<file path="src/rtl/alarm_controller.sv">
//==============================================================================
// Module  : alarm_controller
// Brief   : Alarm compare plus ring / snooze / stop state machine for the buzzer.
// Revision: 1.0 - initial release
//==============================================================================
`default_nettype none

module alarm_controller #(
    parameter int unsigned SNOOZE_MIN     = 5,
    parameter int unsigned RING_TIMEOUT_S = 60,
    parameter int unsigned MAX_SNOOZE     = 3
) (
    input  logic       clk,
    input  logic       alarm_reset,
    input  logic       tick_1hz,
    input  logic [5:0] cur_hr,
    input  logic [5:0] cur_min,
    input  logic [5:0] cur_sec,
    input  logic [5:0] alm_hr,
    input  logic [5:0] alm_min,
    input  logic       alarm_en,
    input  logic       snooze_btn,
    input  logic       stop_btn,
    output logic       buzzer,
    output logic       alarm_active,
    output logic       snoozing,
    output logic [2:0] snooze_count,
    output logic [1:0] state
);

    localparam logic [1:0] c_IDLE    = 2'b00;
    localparam logic [1:0] c_RINGING = 2'b01;
    localparam logic [1:0] c_SNOOZE  = 2'b10;
    localparam logic [1:0] c_DONE    = 2'b11;

    localparam logic [9:0] c_SNOOZE_SECS = 10'(SNOOZE_MIN * 60);
    localparam logic [9:0] c_RING_LIMIT  = 10'(RING_TIMEOUT_S);
    localparam logic [2:0] c_MAX_SNOOZE  = 3'(MAX_SNOOZE);

    logic [1:0] r_state;
    logic       r_buzzer;
    logic [2:0] r_snooze_count;
    logic [9:0] r_sec_cnt;
    logic       r_snz_prev;
    logic       r_stop_prev;

    logic       w_match;
    logic       w_snz_edge;
    logic       w_stop_edge;
    logic [9:0] w_sec_inc;

    assign w_match     = (cur_hr == alm_hr) && (cur_min == alm_min);
    assign w_snz_edge  = snooze_btn & ~r_snz_prev;
    assign w_stop_edge = stop_btn & ~r_stop_prev;
    assign w_sec_inc   = r_sec_cnt + 10'd1;

    // Branch order inside each state encodes the priority: enable, stop, snooze, tick.
    always_ff @(posedge clk or posedge alarm_reset) begin
        if (alarm_reset) begin
            r_state        <= c_IDLE;
            r_buzzer       <= 1'b0;
            r_snooze_count <= 3'd0;
            r_sec_cnt      <= 10'd0;
            r_snz_prev     <= 1'b0;
            r_stop_prev    <= 1'b0;
        end else begin
            r_snz_prev  <= snooze_btn;
            r_stop_prev <= stop_btn;
            if (!alarm_en) begin
                r_state        <= c_IDLE;
                r_buzzer       <= 1'b0;
                r_snooze_count <= 3'd0;
                r_sec_cnt      <= 10'd0;
            end else begin
                case (r_state)
                    c_IDLE: begin
                        r_buzzer <= 1'b0;
                        if (tick_1hz && w_match && (cur_sec == 6'd0)) begin
                            r_state   <= c_RINGING;
                            r_sec_cnt <= 10'd0;
                            r_buzzer  <= 1'b1;
                        end
                    end
                    c_RINGING: begin
                        if (w_stop_edge) begin
                            r_state  <= c_DONE;
                            r_buzzer <= 1'b0;
                        end else if (w_snz_edge && (r_snooze_count < c_MAX_SNOOZE)) begin
                            r_state        <= c_SNOOZE;
                            r_buzzer       <= 1'b0;
                            r_snooze_count <= r_snooze_count + 3'd1;
                            r_sec_cnt      <= c_SNOOZE_SECS;
                        end else if (tick_1hz) begin
                            r_sec_cnt <= w_sec_inc;
                            if (w_sec_inc == c_RING_LIMIT) begin
                                r_state  <= c_DONE;
                                r_buzzer <= 1'b0;
                            end else begin
                                r_buzzer <= ~r_buzzer;
                            end
                        end
                    end
                    c_SNOOZE: begin
                        r_buzzer <= 1'b0;
                        if (w_stop_edge) begin
                            r_state <= c_DONE;
                        end else if (tick_1hz) begin
                            if (r_sec_cnt == 10'd1) begin
                                r_state   <= c_RINGING;
                                r_sec_cnt <= 10'd0;
                                r_buzzer  <= 1'b1;
                            end else begin
                                r_sec_cnt <= r_sec_cnt - 10'd1;
                            end
                        end
                    end
                    default: begin
                        // Hold in DONE until the alarm minute has passed, so one trigger per minute.
                        r_buzzer <= 1'b0;
                        if (!w_match) begin
                            r_state        <= c_IDLE;
                            r_snooze_count <= 3'd0;
                        end
                    end
                endcase
            end
        end
    end

    assign buzzer       = r_buzzer;
    assign snooze_count = r_snooze_count;
    assign state        = r_state;
    assign alarm_active = (r_state == c_RINGING);
    assign snoozing     = (r_state == c_SNOOZE);

endmodule

`default_nettype wire

</file>
<file path="config.mk">
export PLATFORM = sky130hd
export DESIGN_NAME = alarm_controller
export DESIGN_NICKNAME = d
export VERILOG_FILES = /design/src/rtl/alarm_controller.sv
export SDC_FILE = /design/constraint.sdc
export NUM_CORES = 1
export LEC_CHECK = 0
export BUFFER_PORTS_ARGS = -buffer_cell sky130_fd_sc_hd__buf_2
export CAP_MARGIN = 10
export CORE_ASPECT_RATIO = 0.7
export CORE_UTILIZATION = 29
export DETAILED_ROUTE_END_ITERATION = 8
export GPL_ROUTABILITY_DRIVEN = 1
export PLACE_DENSITY = 0.59
export SETUP_SLACK_MARGIN = 0.1
export SLEW_MARGIN = 20
export SYNTH_ARGS = -nofsm -noshare
export SYNTH_HDL_FRONTEND = slang
export SYNTH_SLANG_ARGS = --single-unit
</file>
<file path="constraint.sdc">
create_clock -name clk -period 2.9 [get_ports clk]
set_input_delay 0 -clock clk [delete_from_list [all_inputs] [get_ports clk]]
set_output_delay 0 -clock clk [all_outputs]
set_load 0.05 [all_outputs]
</file>
== Word level (Yosys, flattened, before mapping) ==
Cells that the tools add are included.
Storage, ports and cells
  flip-flop bits (word level): 18
  output and inout port bits: 8
  input port bits: 36
  logic and storage cells: 80
Cells by class
  eq/ne operators: 20
  add/sub/neg operators: 3
  reductions and logical operators: 10
  multiplexer cells: 35
  order comparisons: 1
  bitwise logic cells: 5
Operators by type and width (number)
  $mux W10: 8
  $pmux W10 S3: 1
  $mux W2: 10
  $ne A3 B3 Y1 const B: 5
  $eq A6 B6 Y1: 2
  $mux W3: 4
  $reduce_and A6 Y1: 2
  $add A10 B1 Y10 const B: 1
  $eq A10 B1 Y1 const B: 1
  $eq A10 B6 Y1 const B: 1
  $sub A10 B1 Y10 const B: 1
  $mux W1: 9
  $ne A4 B3 Y1 const B: 2
  $logic_not A6 Y1: 1
  $pmux W2 S3: 1
  $pmux W3 S2: 1
  $ne A5 B2 Y1 const B: 1
  $ne A5 B3 Y1 const B: 1
  $ne A5 B4 Y1 const B: 1
  $logic_and A1 B1 Y1: 4
  $ne A4 B1 Y1 const B: 1
  $ne A4 B2 Y1 const B: 1
  $reduce_and A4 Y1: 1
  $add A3 B1 Y3 const B: 1
  10 further kinds: 13

== Longest topological paths before layout ==
  word-level depth: 8
  gate-level depth with buffers: 8
  gate-level depth less buffers: 8

== Worst setup path after synthesis ==
OpenSTA, ideal clock, no wires.
  path type: register -> register
  from: register r_state[0] (netlist: state[0])
  to: register r_sec_cnt[4]
  period minus slack after synthesis: 2.523 ns
  buffers on the path: 1
  setup slack: 0.377 ns
  cell stages (with the launch flop): 8
  library setup time: 0.084 ns
  data required time: 2.816 ns
  arrival time: 2.439 ns
  path through: dfrtp_1 -> inv_1 -> ha_1 -> clkbuf_1 -> o22ai_1 -> a21oi_1 -> o21ai_0 -> o21ai_0
On the way
  cells in the longest elaborated chain, start to end: 3
  elaborated cells on any way between the ends: 12
  those cells by class: eq/ne: 8; mux: 2; reduce/logical: 2
Ends and longest elaborated chain
  start: declaration: RTL line 40  | logic [1:0] r_state;
  start signal: assignment: RTL line 60  | r_state <= c_IDLE;
  start signal: assignment: RTL line 70  | r_state <= c_IDLE;
  start signal: assignment: RTL line 79  | r_state <= c_RINGING;
  $eq A2 B2 Y1 (*)
  named net snoozing: RTL line 26  | output logic snoozing,
  $ne A4 B1 Y1 (no source line), or another cell as far along
  $reduce_and A6 Y1 (no source line) / $mux W10 (equally long branches)
  end signal: assignment: RTL line 92  | r_sec_cnt <= c_SNOOZE_SECS;
  end signal: assignment: RTL line 94  | r_sec_cnt <= w_sec_inc;
  end signal: assignment: RTL line 113  | r_sec_cnt <= r_sec_cnt - 10'd1;
  end: declaration: RTL line 43  | logic [9:0] r_sec_cnt;
The timed path passes the listed nets; every way through them passes the cells marked *.
A chain may end at the register's enable or synchronous reset.

== Worst setup path after layout ==
  from: register r_state[0] (netlist: state[0])
  to: register r_sec_cnt[6]
On the way
  cells in the longest elaborated chain, start to end: 3
  elaborated cells on any way between the ends: 12
  those cells by class: eq/ne: 8; mux: 2; reduce/logical: 2
Ends and longest elaborated chain
  $eq A2 B1 Y1, or another cell as far along: RTL line 75  | case (r_state)
  $ne A4 B1 Y1 (no source line), or another cell as far along
  $reduce_and A6 Y1 (no source line) / $mux W10 (equally long branches)
Several ways; a longest one is shown, not always the timed one.

==> results.cfg <==
[floorplanning]
die-area_um2 = 5980
num_rows = 22
core_um2 = 5340
pin_count = 44
die_x_um = 92.0
initial_utilization_pct = 30.8
die_y_um = 65.0

[logic_synthesis]
yosysWarningCount = 0
syn_area_per_cell_um2 = 7.83
ys_async_sr_fraction_pct = 100
ys_seq_area_share_pct = 27.4
syn_inst = 210
synth.net_count = 254
synth_area_leader_cell = dfrtp_1
synth_cell_type_count = 48
synthFlopType = dfrtp_1
syn_area_um2 = 1650
yosys-top-cells-area = dfrtp_1, xor2_1, ha_1
synth-seq-cells = 18
synth_edf_count = 0
synthTopCellsByCount = nand2_1, o21ai_0, dfrtp_1
synth_top_area_share_pct = 27.4
post-synth-top-count-cell = nand2_1

[sta]
fin_crit_ns = 2.44
slew-limit-headroom_pct = 51.2
drv_slew = 0
clock.fmax_ghz = 0.410
hold_viol = 0
clock_skew_ns = 0.00992
setup_viol = 0
tightest_slew_ns = 0.732
rsz0062_at_grt = no
fin_setup_tns_ns = 0
min_period_over_period_pct = 84.1

[grt]
grt-ovfl-total = 0
antenna_found_initial = 0
grt_pass1_wl_um = 7970
grt_pass1_vias = 1580
track_usage_pct = 17.0
grt_max_degree = 19

[pwr]
powerDensity_nw_per_um2 = 251
pwr-share-comb_pct = 13.2
pwr-share-seq_pct = 50.2
power_switching_mw = 0.127
clkPwrFrac_pct = 36.6
power_leakage_nw = 0.884
p_int_mw = 0.377
swShare_pct = 25.2
ir_worst_vdd_mv = 0.137

[clock_tree]
cts_resized = 0
tritoncts = yes
cts_buffers = 3
htreeDepth = 1
clock-sinks = 18
clk_latency_ns = 0.26
clockBufferDepth = 2
clockRootBuffer = clkbuf_8
clk_pin_slew_ns = 0.08

[setup_path]
required_ns = 3.07
worstSetupPathType = register to register
worst_setup_path_end_kind = register
worst_setup_path_start_kind = register
cp.arrival_ns = 2.61
cp_max_fo = 13
r2r_cells = 8

[placement]
io_buffers = 43
place_congestion = 0.940
dp_hpwl_um = 3650
placed_cell_area_um2 = 1930

[routing]
drt_first_pass_iters = 5
vias = 1806
routed_via_density = 5.54
wirelength_um = 4720
drt_iter0_drc = 123
wl_per_cell_um = 14.5
ant_nets = 0
drcViolationCount = 0

[finish]
diodes = 0
syn_to_final_growth_pct = 21.9
final_cell_area_um2 = 2010
drive_above_1_share_pct = 21.3
nets = 300

[worst_hold_path]
min-delay-path-class = primary input to register
hold_depth = 3

[run]
maxCapViolCount = 0

[outcome]
outcome = finished, final reports clean
[worst max-delay path, cell delays in order (launching register included)]
cell and delay (ns):
dfrtp_1 0.45, inv_1 0.18, ha_1 0.44, inv_1 0.16
a31oi_1 0.47, nand2_1 0.19, o31ai_1 0.21, o21ai_0 0.09
o21ai_0 0.15
[cells by family after synthesis]
kind of cell | after synthesis | share of synthesized area [%]
adder cells (fa/ha/maj) | 8 | 6.08
XOR/XNOR | 15 | 7.99
flip-flops | 18 | 27.4
multiplexers | 3 | 1.83
AND/OR/NAND/NOR | 80 | 24.7
AO/OA/AOI/OAI | 68 | 27.4
buffers and inverters | 18 | 4.64
[what timing repair did]
action	in CTS	in global routing
buffers inserted	0	0
hold endpoints to repair	20	0
hold buffers	3	0
[layer usage]
layer,track usage [%],part of all wire [%]
met5,0,0
met2,22.3,37
met3,5.16,11
met4,3.91,0.89
met1,26.2,50
[through the flow]
stage               worst slack, ns  utilization, %  instances  hold WS (ns)  total power, mW
floorplan                     0.377               -        210       -0.0614            0.287
global placement              0.620            36.2        320         0.135            0.322
detailed placement            0.516            36.2        320         0.142            0.322
CTS                           0.494            37.6        326        0.0741            0.508
global route                  0.156            37.6        326        0.0795            0.526
finish                        0.461            37.6        326        0.0669            0.504
[cell type report]
| type | count | area (um2) |
|---|---|---|
| clock buffer | 3 | 41.3 |
| multi-input combinational | 174 | 1120 |
| tap | 72 | 90.1 |
| sequential | 18 | 450 |
| inverter | 10 | 37.5 |
| timing repair buffer | 49 | 268 |
| fill | 569 | 3330 |
[power by group through the flow]
stage          registers [mW]  clock network, mW  logic, mW
4_1_cts                 0.253              0.188     0.0676
2_1_floorplan           0.258                  0     0.0288
5_1_grt                 0.253              0.198     0.0751
3_3_place_gp            0.258                  0     0.0638
6_report                0.253              0.184     0.0667
3_5_place_dp            0.258                  0     0.0643
[path summary, 6_finish.rpt]
kind	startpoint	slack, ns	end
worst min register to register	snooze_count[1]	0.60	snooze_count[1]
worst min-delay path	alarm_en	0.07	state[1]
worst max register to register	state[0]	0.46	r_sec_cnt[6]
min in group asynchronous	alarm_reset	0.40	state[1]
worst max-delay path	state[0]	0.46	r_sec_cnt[6]
max in group asynchronous	alarm_reset	2.03	r_sec_cnt[6]
[cells in the final DEF, fill, tap and decap left out, types with 2 or more instances in the layout]
cell	netlist	layout
nand3_1	9	9
nor2b_1	3	3
buf_4	1	3
inv_1	10	10
a21oi_1	10	10
o31ai_1	3	3
o22ai_1	4	4
a22oi_1	2	2
o311ai_0	2	2
o211ai_1	2	2
nand2_1	25	25
a31oi_1	5	5
nand4_1	5	5
o41ai_1	2	2
xor2_1	14	14
clkbuf_8	0	3
nor4_1	5	5
or3_1	3	3
o221ai_1	3	3
dfrtp_1	18	18
mux2i_1	3	3
ha_1	8	8
nor2_1	15	15
dlygate4sd3_1	0	3
nor3_1	7	7
a211oi_1	3	3
buf_2	3	43
o2bb2ai_1	2	2
o21ai_0	20	20
[flip-flops by register name, indices dropped and copies added, names as in the netlist]
register	count
r_sec_cnt	10
state	2
r_snz_prev	1
buzzer	1
r_stop_prev	1
snooze_count	3
Power figures use the tool's default switching activity.
